## config.mk

```make
export PLATFORM = sky130hd
export DESIGN_NAME = pcie_rd_tag_tracker_flat
export DESIGN_NICKNAME = d
export VERILOG_FILES = /design/src/rtl/pcie_rd_tag_tracker_if.sv /design/src/rtl/pcie_rd_tag_tracker.sv /design/src/flat_wrapper.sv
export SDC_FILE = /design/constraint.sdc
export NUM_CORES = 2
export LEC_CHECK = 0
export BUFFER_PORTS_ARGS = -buffer_cell sky130_fd_sc_hd__buf_2
export CORE_MARGIN = 2
export CORE_UTILIZATION = 50
export CTS_CLUSTER_SIZE = 14
export DETAILED_ROUTE_END_ITERATION = 16
export PLACE_DENSITY = 0.65
export RECOVER_POWER = 100
export SLEW_MARGIN = 20
export SYNTH_ARGS = -nofsm -noshare
export SYNTH_HDL_FRONTEND = slang
export SYNTH_SLANG_ARGS = --single-unit
```

## constraint.sdc

```tcl
create_clock -name clk -period 67.6 [get_ports clk]
set_input_delay 13.52 -clock clk [delete_from_list [all_inputs] [get_ports clk]]
set_output_delay 13.52 -clock clk [all_outputs]
set_load 0.05 [all_outputs]
```

## src/rtl/pcie_rd_tag_tracker_if.sv

```systemverilog
// Read-request / completion bus between the issuer, the RX completion path and the tag tracker.
interface pcie_rd_tag_tracker_if #(
  parameter int unsigned NUM_TAGS     = 128,
  parameter int unsigned MAX_RD_BYTES = 512,
  parameter int unsigned TAG_W        = $clog2(NUM_TAGS),
  parameter int unsigned BC_W         = $clog2(MAX_RD_BYTES + 1)
);
  logic             alloc_valid;
  logic [BC_W-1:0]  alloc_bytes;
  logic             alloc_ready;
  logic [TAG_W-1:0] alloc_tag;
  logic             cpl_valid;
  logic [TAG_W-1:0] cpl_tag;
  logic [BC_W-1:0]  cpl_bytes;
  logic             done_valid;
  logic [TAG_W-1:0] done_tag;
  logic             err_valid;
  logic [TAG_W-1:0] err_tag;
  logic [TAG_W:0]   outstanding;

  // Issuer / completion source side.
  modport master (
    output alloc_valid, alloc_bytes, cpl_valid, cpl_tag, cpl_bytes,
    input  alloc_ready, alloc_tag, done_valid, done_tag, err_valid, err_tag, outstanding
  );

  // Tracker side.
  modport slave (
    input  alloc_valid, alloc_bytes, cpl_valid, cpl_tag, cpl_bytes,
    output alloc_ready, alloc_tag, done_valid, done_tag, err_valid, err_tag, outstanding
  );
endinterface

```

## src/rtl/pcie_rd_tag_tracker.sv

```systemverilog
// Tag allocator and per-tag completion byte counter for endpoint-issued PCIe memory reads.
// Define PCIE_RD_TAG_TRACKER_ERR_CHK_EN to report overrun and unallocated-tag completions.
module pcie_rd_tag_tracker #(
  parameter int unsigned NUM_TAGS     = 128,
  parameter int unsigned MAX_RD_BYTES = 512,
  parameter int unsigned TAG_W        = $clog2(NUM_TAGS),
  parameter int unsigned BC_W         = $clog2(MAX_RD_BYTES + 1)
) (
  input logic                  clk,
  input logic                  rst,
  pcie_rd_tag_tracker_if.slave bus_io
);

  localparam logic [TAG_W:0] CntOne = {{TAG_W{1'b0}}, 1'b1};

  logic [NUM_TAGS-1:0] busy_q, busy_d;
  logic [BC_W-1:0]     rem_q [NUM_TAGS];
  logic [BC_W-1:0]     rem_d [NUM_TAGS];
  logic                done_valid_q, done_valid_d;
  logic [TAG_W-1:0]    done_tag_q, done_tag_d;
  logic [TAG_W:0]      outstanding_q, outstanding_d;
  logic [TAG_W-1:0]    free_tag;
  logic                any_free;
  logic                alloc_fire;
  logic                tag_freed;
`ifdef PCIE_RD_TAG_TRACKER_ERR_CHK_EN
  logic                err_valid_q, err_valid_d;
  logic [TAG_W-1:0]    err_tag_q, err_tag_d;
`endif

  // Lowest-index free tag: scan from the top so the lowest match wins.
  always_comb begin
    free_tag = '0;
    for (int i = int'(NUM_TAGS) - 1; i >= 0; i--) begin
      if (!busy_q[i]) free_tag = TAG_W'(i);
    end
  end

  assign any_free   = ~&busy_q;
  assign alloc_fire = bus_io.alloc_valid & any_free;

  always_comb begin
    busy_d       = busy_q;
    rem_d        = rem_q;
    done_valid_d = 1'b0;
    done_tag_d   = done_tag_q;
    tag_freed    = 1'b0;
`ifdef PCIE_RD_TAG_TRACKER_ERR_CHK_EN
    err_valid_d  = 1'b0;
    err_tag_d    = err_tag_q;
`endif

    // The granted tag is free and a completing tag is busy, so these never collide.
    if (alloc_fire) begin
      busy_d[free_tag] = 1'b1;
      rem_d[free_tag]  = bus_io.alloc_bytes;
    end

    if (bus_io.cpl_valid) begin
      if (busy_q[bus_io.cpl_tag]) begin
        if (bus_io.cpl_bytes < rem_q[bus_io.cpl_tag]) begin
          rem_d[bus_io.cpl_tag] = rem_q[bus_io.cpl_tag] - bus_io.cpl_bytes;
        end else begin
          busy_d[bus_io.cpl_tag] = 1'b0;
          rem_d[bus_io.cpl_tag]  = '0;
          tag_freed              = 1'b1;
          done_valid_d           = 1'b1;
          done_tag_d             = bus_io.cpl_tag;
`ifdef PCIE_RD_TAG_TRACKER_ERR_CHK_EN
          if (bus_io.cpl_bytes != rem_q[bus_io.cpl_tag]) begin
            err_valid_d = 1'b1;
            err_tag_d   = bus_io.cpl_tag;
          end
`endif
        end
      end
`ifdef PCIE_RD_TAG_TRACKER_ERR_CHK_EN
      else begin
        err_valid_d = 1'b1;
        err_tag_d   = bus_io.cpl_tag;
      end
`endif
    end

    unique case ({alloc_fire, tag_freed})
      2'b10:   outstanding_d = outstanding_q + CntOne;
      2'b01:   outstanding_d = outstanding_q - CntOne;
      default: outstanding_d = outstanding_q;
    endcase
  end

  always_ff @(posedge clk or posedge rst) begin
    if (rst) begin
      busy_q        <= '0;
      rem_q         <= '{default: '0};
      done_valid_q  <= 1'b0;
      done_tag_q    <= '0;
      outstanding_q <= '0;
    end else begin
      busy_q        <= busy_d;
      rem_q         <= rem_d;
      done_valid_q  <= done_valid_d;
      done_tag_q    <= done_tag_d;
      outstanding_q <= outstanding_d;
    end
  end

`ifdef PCIE_RD_TAG_TRACKER_ERR_CHK_EN
  always_ff @(posedge clk or posedge rst) begin
    if (rst) begin
      err_valid_q <= 1'b0;
      err_tag_q   <= '0;
    end else begin
      err_valid_q <= err_valid_d;
      err_tag_q   <= err_tag_d;
    end
  end

  assign bus_io.err_valid = err_valid_q;
  assign bus_io.err_tag   = err_tag_q;
`else
  assign bus_io.err_valid = 1'b0;
  assign bus_io.err_tag   = '0;
`endif

  assign bus_io.alloc_ready = any_free;
  assign bus_io.alloc_tag   = free_tag;
  assign bus_io.done_valid  = done_valid_q;
  assign bus_io.done_tag    = done_tag_q;
  assign bus_io.outstanding = outstanding_q;

endmodule

```

## src/flat_wrapper.sv

```systemverilog
// flat-port wrapper written by rule: the top's interface ports become plain ports
module pcie_rd_tag_tracker_flat 
#(
  parameter int unsigned NUM_TAGS     = 128,
  parameter int unsigned MAX_RD_BYTES = 512,
  parameter int unsigned TAG_W        = $clog2(NUM_TAGS),
  parameter int unsigned BC_W         = $clog2(MAX_RD_BYTES + 1)
)
  (clk, rst, bus_io_alloc_valid, bus_io_alloc_bytes, bus_io_cpl_valid, bus_io_cpl_tag, bus_io_cpl_bytes, bus_io_alloc_ready, bus_io_alloc_tag, bus_io_done_valid, bus_io_done_tag, bus_io_err_valid, bus_io_err_tag, bus_io_outstanding);
  pcie_rd_tag_tracker_if #(.NUM_TAGS(NUM_TAGS), .MAX_RD_BYTES(MAX_RD_BYTES), .TAG_W(TAG_W), .BC_W(BC_W)) bus_io_i ();
  input logic clk;
  input logic rst;
  input wire logic [$bits(bus_io_i.alloc_valid)-1:0] bus_io_alloc_valid;
  input wire logic [$bits(bus_io_i.alloc_bytes)-1:0] bus_io_alloc_bytes;
  input wire logic [$bits(bus_io_i.cpl_valid)-1:0] bus_io_cpl_valid;
  input wire logic [$bits(bus_io_i.cpl_tag)-1:0] bus_io_cpl_tag;
  input wire logic [$bits(bus_io_i.cpl_bytes)-1:0] bus_io_cpl_bytes;
  output wire logic [$bits(bus_io_i.alloc_ready)-1:0] bus_io_alloc_ready;
  output wire logic [$bits(bus_io_i.alloc_tag)-1:0] bus_io_alloc_tag;
  output wire logic [$bits(bus_io_i.done_valid)-1:0] bus_io_done_valid;
  output wire logic [$bits(bus_io_i.done_tag)-1:0] bus_io_done_tag;
  output wire logic [$bits(bus_io_i.err_valid)-1:0] bus_io_err_valid;
  output wire logic [$bits(bus_io_i.err_tag)-1:0] bus_io_err_tag;
  output wire logic [$bits(bus_io_i.outstanding)-1:0] bus_io_outstanding;
  assign bus_io_i.alloc_valid = bus_io_alloc_valid;
  assign bus_io_i.alloc_bytes = bus_io_alloc_bytes;
  assign bus_io_i.cpl_valid = bus_io_cpl_valid;
  assign bus_io_i.cpl_tag = bus_io_cpl_tag;
  assign bus_io_i.cpl_bytes = bus_io_cpl_bytes;
  assign bus_io_alloc_ready = bus_io_i.alloc_ready;
  assign bus_io_alloc_tag = bus_io_i.alloc_tag;
  assign bus_io_done_valid = bus_io_i.done_valid;
  assign bus_io_done_tag = bus_io_i.done_tag;
  assign bus_io_err_valid = bus_io_i.err_valid;
  assign bus_io_err_tag = bus_io_i.err_tag;
  assign bus_io_outstanding = bus_io_i.outstanding;
  pcie_rd_tag_tracker #(.NUM_TAGS(NUM_TAGS), .MAX_RD_BYTES(MAX_RD_BYTES), .TAG_W(TAG_W), .BC_W(BC_W)) u_core (.clk(clk), .rst(rst), .bus_io(bus_io_i));
endmodule
```

==> results.json <==
{
  "wire_per_inst_um": 33.2,
  "ant_nets": 0,
  "post-route-period-util_pct": 49.4,
  "final_hold_viol_count": 0,
  "ys_seq_area_share_pct": 46.2,
  "finalSetupTns_ps": 0,
  "grtUsageMet3_pct": 12.3,
  "fmax_mhz": 29.9,
  "reg2reg_from": "u_core.rem_q[1095]",
  "crit_slowest_cell": "clkbuf_1",
  "drtIter0Drc": 10100,
  "io_pins": 63,
  "syn_area_mm2": 0.0772,
  "violations": "max-capacitance violations, max-slew violations",
  "vias": 68700,
  "endpoint_kind": "async pin",
  "grt_first_pass_wirelength_um": 468000,
  "fin_crit_ps": 33400,
  "cts.sinks": 1424,
  "syn_area_per_cell_um2": 9.76,
  "cts_tree": "done",
  "met1_usage_pct": 55.0,
  "met2_usage_pct": 57.3,
  "slew_viol_final": 2995,
  "finalSetupViolCount": 0,
  "yosysUniqueCellTypes": 84,
  "rsz0062_at_grt": "false",
  "critPathArrivalTime_ps": 33320,
  "drc_errors": 0,
  "initial_core_util_pct": 50.2,
  "yosysTopAreaCell": "dfrtp_1",
  "run_status": "complete, but fails checks",
  "slowest_delay_ps": 6160,
  "r2r-end": "u_core.rem_q[959]",
  "busiest_layer": "met2",
  "clk_latency_ps": 840,
  "cp-startpoint": "rst",
  "reg2regPathDepth": 17,
  "fillers": 13600,
  "critPathLaunchType": "input pin",
  "synth_cells": 7906,
  "antenna_found_initial": 24,
  "slew_headroom_pct": -503,
  "leakage_uw": 0.0363,
  "async_flop_share_pct": 100,
  "place_congestion": 1.06,
  "die_y_um": 397,
  "dieArea_mm2": 0.158,
  "hp-class": "register to register",
  "die_w_um": 397,
  "grt_use_total_pct": 39.9,
  "crit_top_cell": "clkbuf_1",
  "synth_seq_cells": 1424,
  "yosys_warnings": 0,
  "crit_end": "u_core.rem_q[476]",
  "critical_path.max_fanout": 156,
  "htree_levels": 4,
  "cts_buffers": 158,
  "synth.top_cell.area_share_pct": 46.2,
  "post_cts_buffers": 0,
  "finish.utilization_pct": 54.4,
  "grt_pass1_vias": 65100,
  "final_layout_size_suffix_gt1_share_pct": 8.84,
  "synth_area_leaders": "dfrtp_1 46%, mux2i_1 17%, o21ai_0 5.2%, nand2_1 4.9%, a22oi_1 4.3%",
  "finClkSkew_ps": 37.0,
  "portBuffers": 54,
  "clock_path_buffers": 3,
  "grt-ovfl-total": 0,
  "peakVddDrop_mv": 0.0391,
  "nets": 7565,
  "place.detailed.hpwl_um": 206000,
  "powerDensity_mw_per_mm2": 30.4,
  "core_area_mm2": 0.154,
  "synth_ff_type": "dfrtp_1",
  "syn2layout_area_growth_pct": 8.37,
  "crit_type": "input pin to async pin",
  "rrSetupSlack_ps": 54790,
  "worstPathRequired_ps": 67520,
  "cts-root-buf": "clkbuf_16",
  "hold_buffers": 0,
  "cap_violations": 49,
  "grt_max_degree": 169,
  "firstDrtPassIters": 9,
  "row_count": 144,
  "worst_slew_pin_slew_ps": 9050,
  "clkTransAtPathRegs_ps": 60,
  "viasPerCell": 7.09,
  "synth_edf_count": 0,
  "cts_resized": 0,
  "cp_cell_sequence": "buf_2, clkinvlp_2, clkbuf_1, clkbuf_1, clkbuf_1, clkbuf_1, clkbuf_1",
  "finalWirelength_um": 322000
}
cells by family after synthesis:
group,Yosys count,share of synthesized area (%)
DFF,1424,46.2
muxes,1334,17.7
xor gates and xnor gates,15,0.170
and+or+nand+nor,1776,10.5
AOI/OAI and AO/OA,2418,20.0
adders and majority gates,19,0.327
buffers and inverters,919,5.11
other,1,0.00486
state kept, by name, indices dropped and copies added (netlist names):
name / cells
u_core.rem_q: 1280
u_core.busy_q: 128
u_core.bus_io.outstanding: 8
u_core.bus_io.done_tag: 7
u_core.bus_io.done_valid: 1
stage by stage:
stage	setup slack [ps]	instances	power [µW]	hold slack, ps	area (µm²)
5_1_grt	30170	9678	2600	513	83600
4_1_cts	46260	9672	2510	476	83800
3_5_place_dp	45440	9395	1660	462	78700
3_3_place_gp	45480	9395	1650	461	78600
6_report	34200	9684	2550	473	83600
2_1_floorplan	13920	7913	1370	477	77200
where the power goes:
group	total (µW)	internal (µW)	switching (µW)	leakage, µW
sequential	983	926	56.9	0.0193
clock	863	481	383	0.00249
combinational	699	147	552	0.0145
Yosys cell counts, types with 16 or more instances:
| master | instances |
|---|---|
| a221oi_1 | 100 |
| nand2_1 | 1012 |
| o21ai_1 | 19 |
| nand4_1 | 135 |
| o21ai_0 | 799 |
| buf_1 | 87 |
| or3_1 | 34 |
| a41oi_1 | 21 |
| clkbuf_1 | 438 |
| a21oi_1 | 168 |
| ha_1 | 17 |
| and4_1 | 18 |
| o211ai_1 | 21 |
| mux2_2 | 29 |
| a22oi_1 | 446 |
| buf_2 | 256 |
| nor2_1 | 220 |
| a22o_1 | 80 |
| mux4_2 | 20 |
| dfrtp_1 | 1424 |
| inv_1 | 96 |
| nor4_1 | 39 |
| nor2_4 | 20 |
| nor3_2 | 19 |
| buf_4 | 30 |
| nand3_1 | 85 |
| a31oi_1 | 63 |
| mux2i_1 | 1285 |
| or4_1 | 16 |
| nor3_1 | 79 |
| o22a_1 | 40 |
| o22ai_1 | 526 |
layout by cell type, fill, tap and decap left out, types with 135 or more instances in the layout:
master,netlist,routed
a21oi_1,168,168
nand2_1,1012,1012
buf_4,30,177
nor2_1,220,173
o22ai_1,526,526
a22oi_1,446,446
nand4_1,135,135
mux2i_1,1285,1285
dfrtp_1,1424,1424
clkbuf_16,0,158
o21ai_0,799,814
routing by layer:
layer,up-vias,wire length [µm]
met5,-,258
met4,38,17300
met3,902,41000
met2,4888,136000
met1,34300,127000
li1,28600,-
critical path: cells and delay by family:
family                 cells  cell delay [ps]
buffers and inverters      7            19370
how the worst min path moves through the flow:
stage | from | to | slack (ps) | cells after the start
final | u_core.bus_io.outstanding[7] | u_core.bus_io.outstanding[7] | 470 | 1
after detailed placement | u_core.bus_io.done_tag[4] | u_core.bus_io.done_tag[4] | 460 | 2
after CTS | u_core.bus_io.outstanding[7] | u_core.bus_io.outstanding[7] | 480 | 1
after global placement | u_core.bus_io.done_tag[4] | u_core.bus_io.done_tag[4] | 460 | 2
after floorplan | u_core.rem_q[338] | u_core.rem_q[338] | 480 | 2
after global routing | u_core.bus_io.outstanding[7] | u_core.bus_io.outstanding[7] | 510 | 1
cell type report:
cell class	instances	area, µm²	area share [%]
clock buffer	238	4630	5.54
inverter	98	370	0.443
clock inverter	39	444	0.531
multi-input combinational	5570	38200	45.7
tap	2044	2560	3.06
timing repair buffer	263	1760	2.11
antenna	8	20.0	0.0239
sequential	1424	35600	42.6
(Power assumes the default switching activity.)
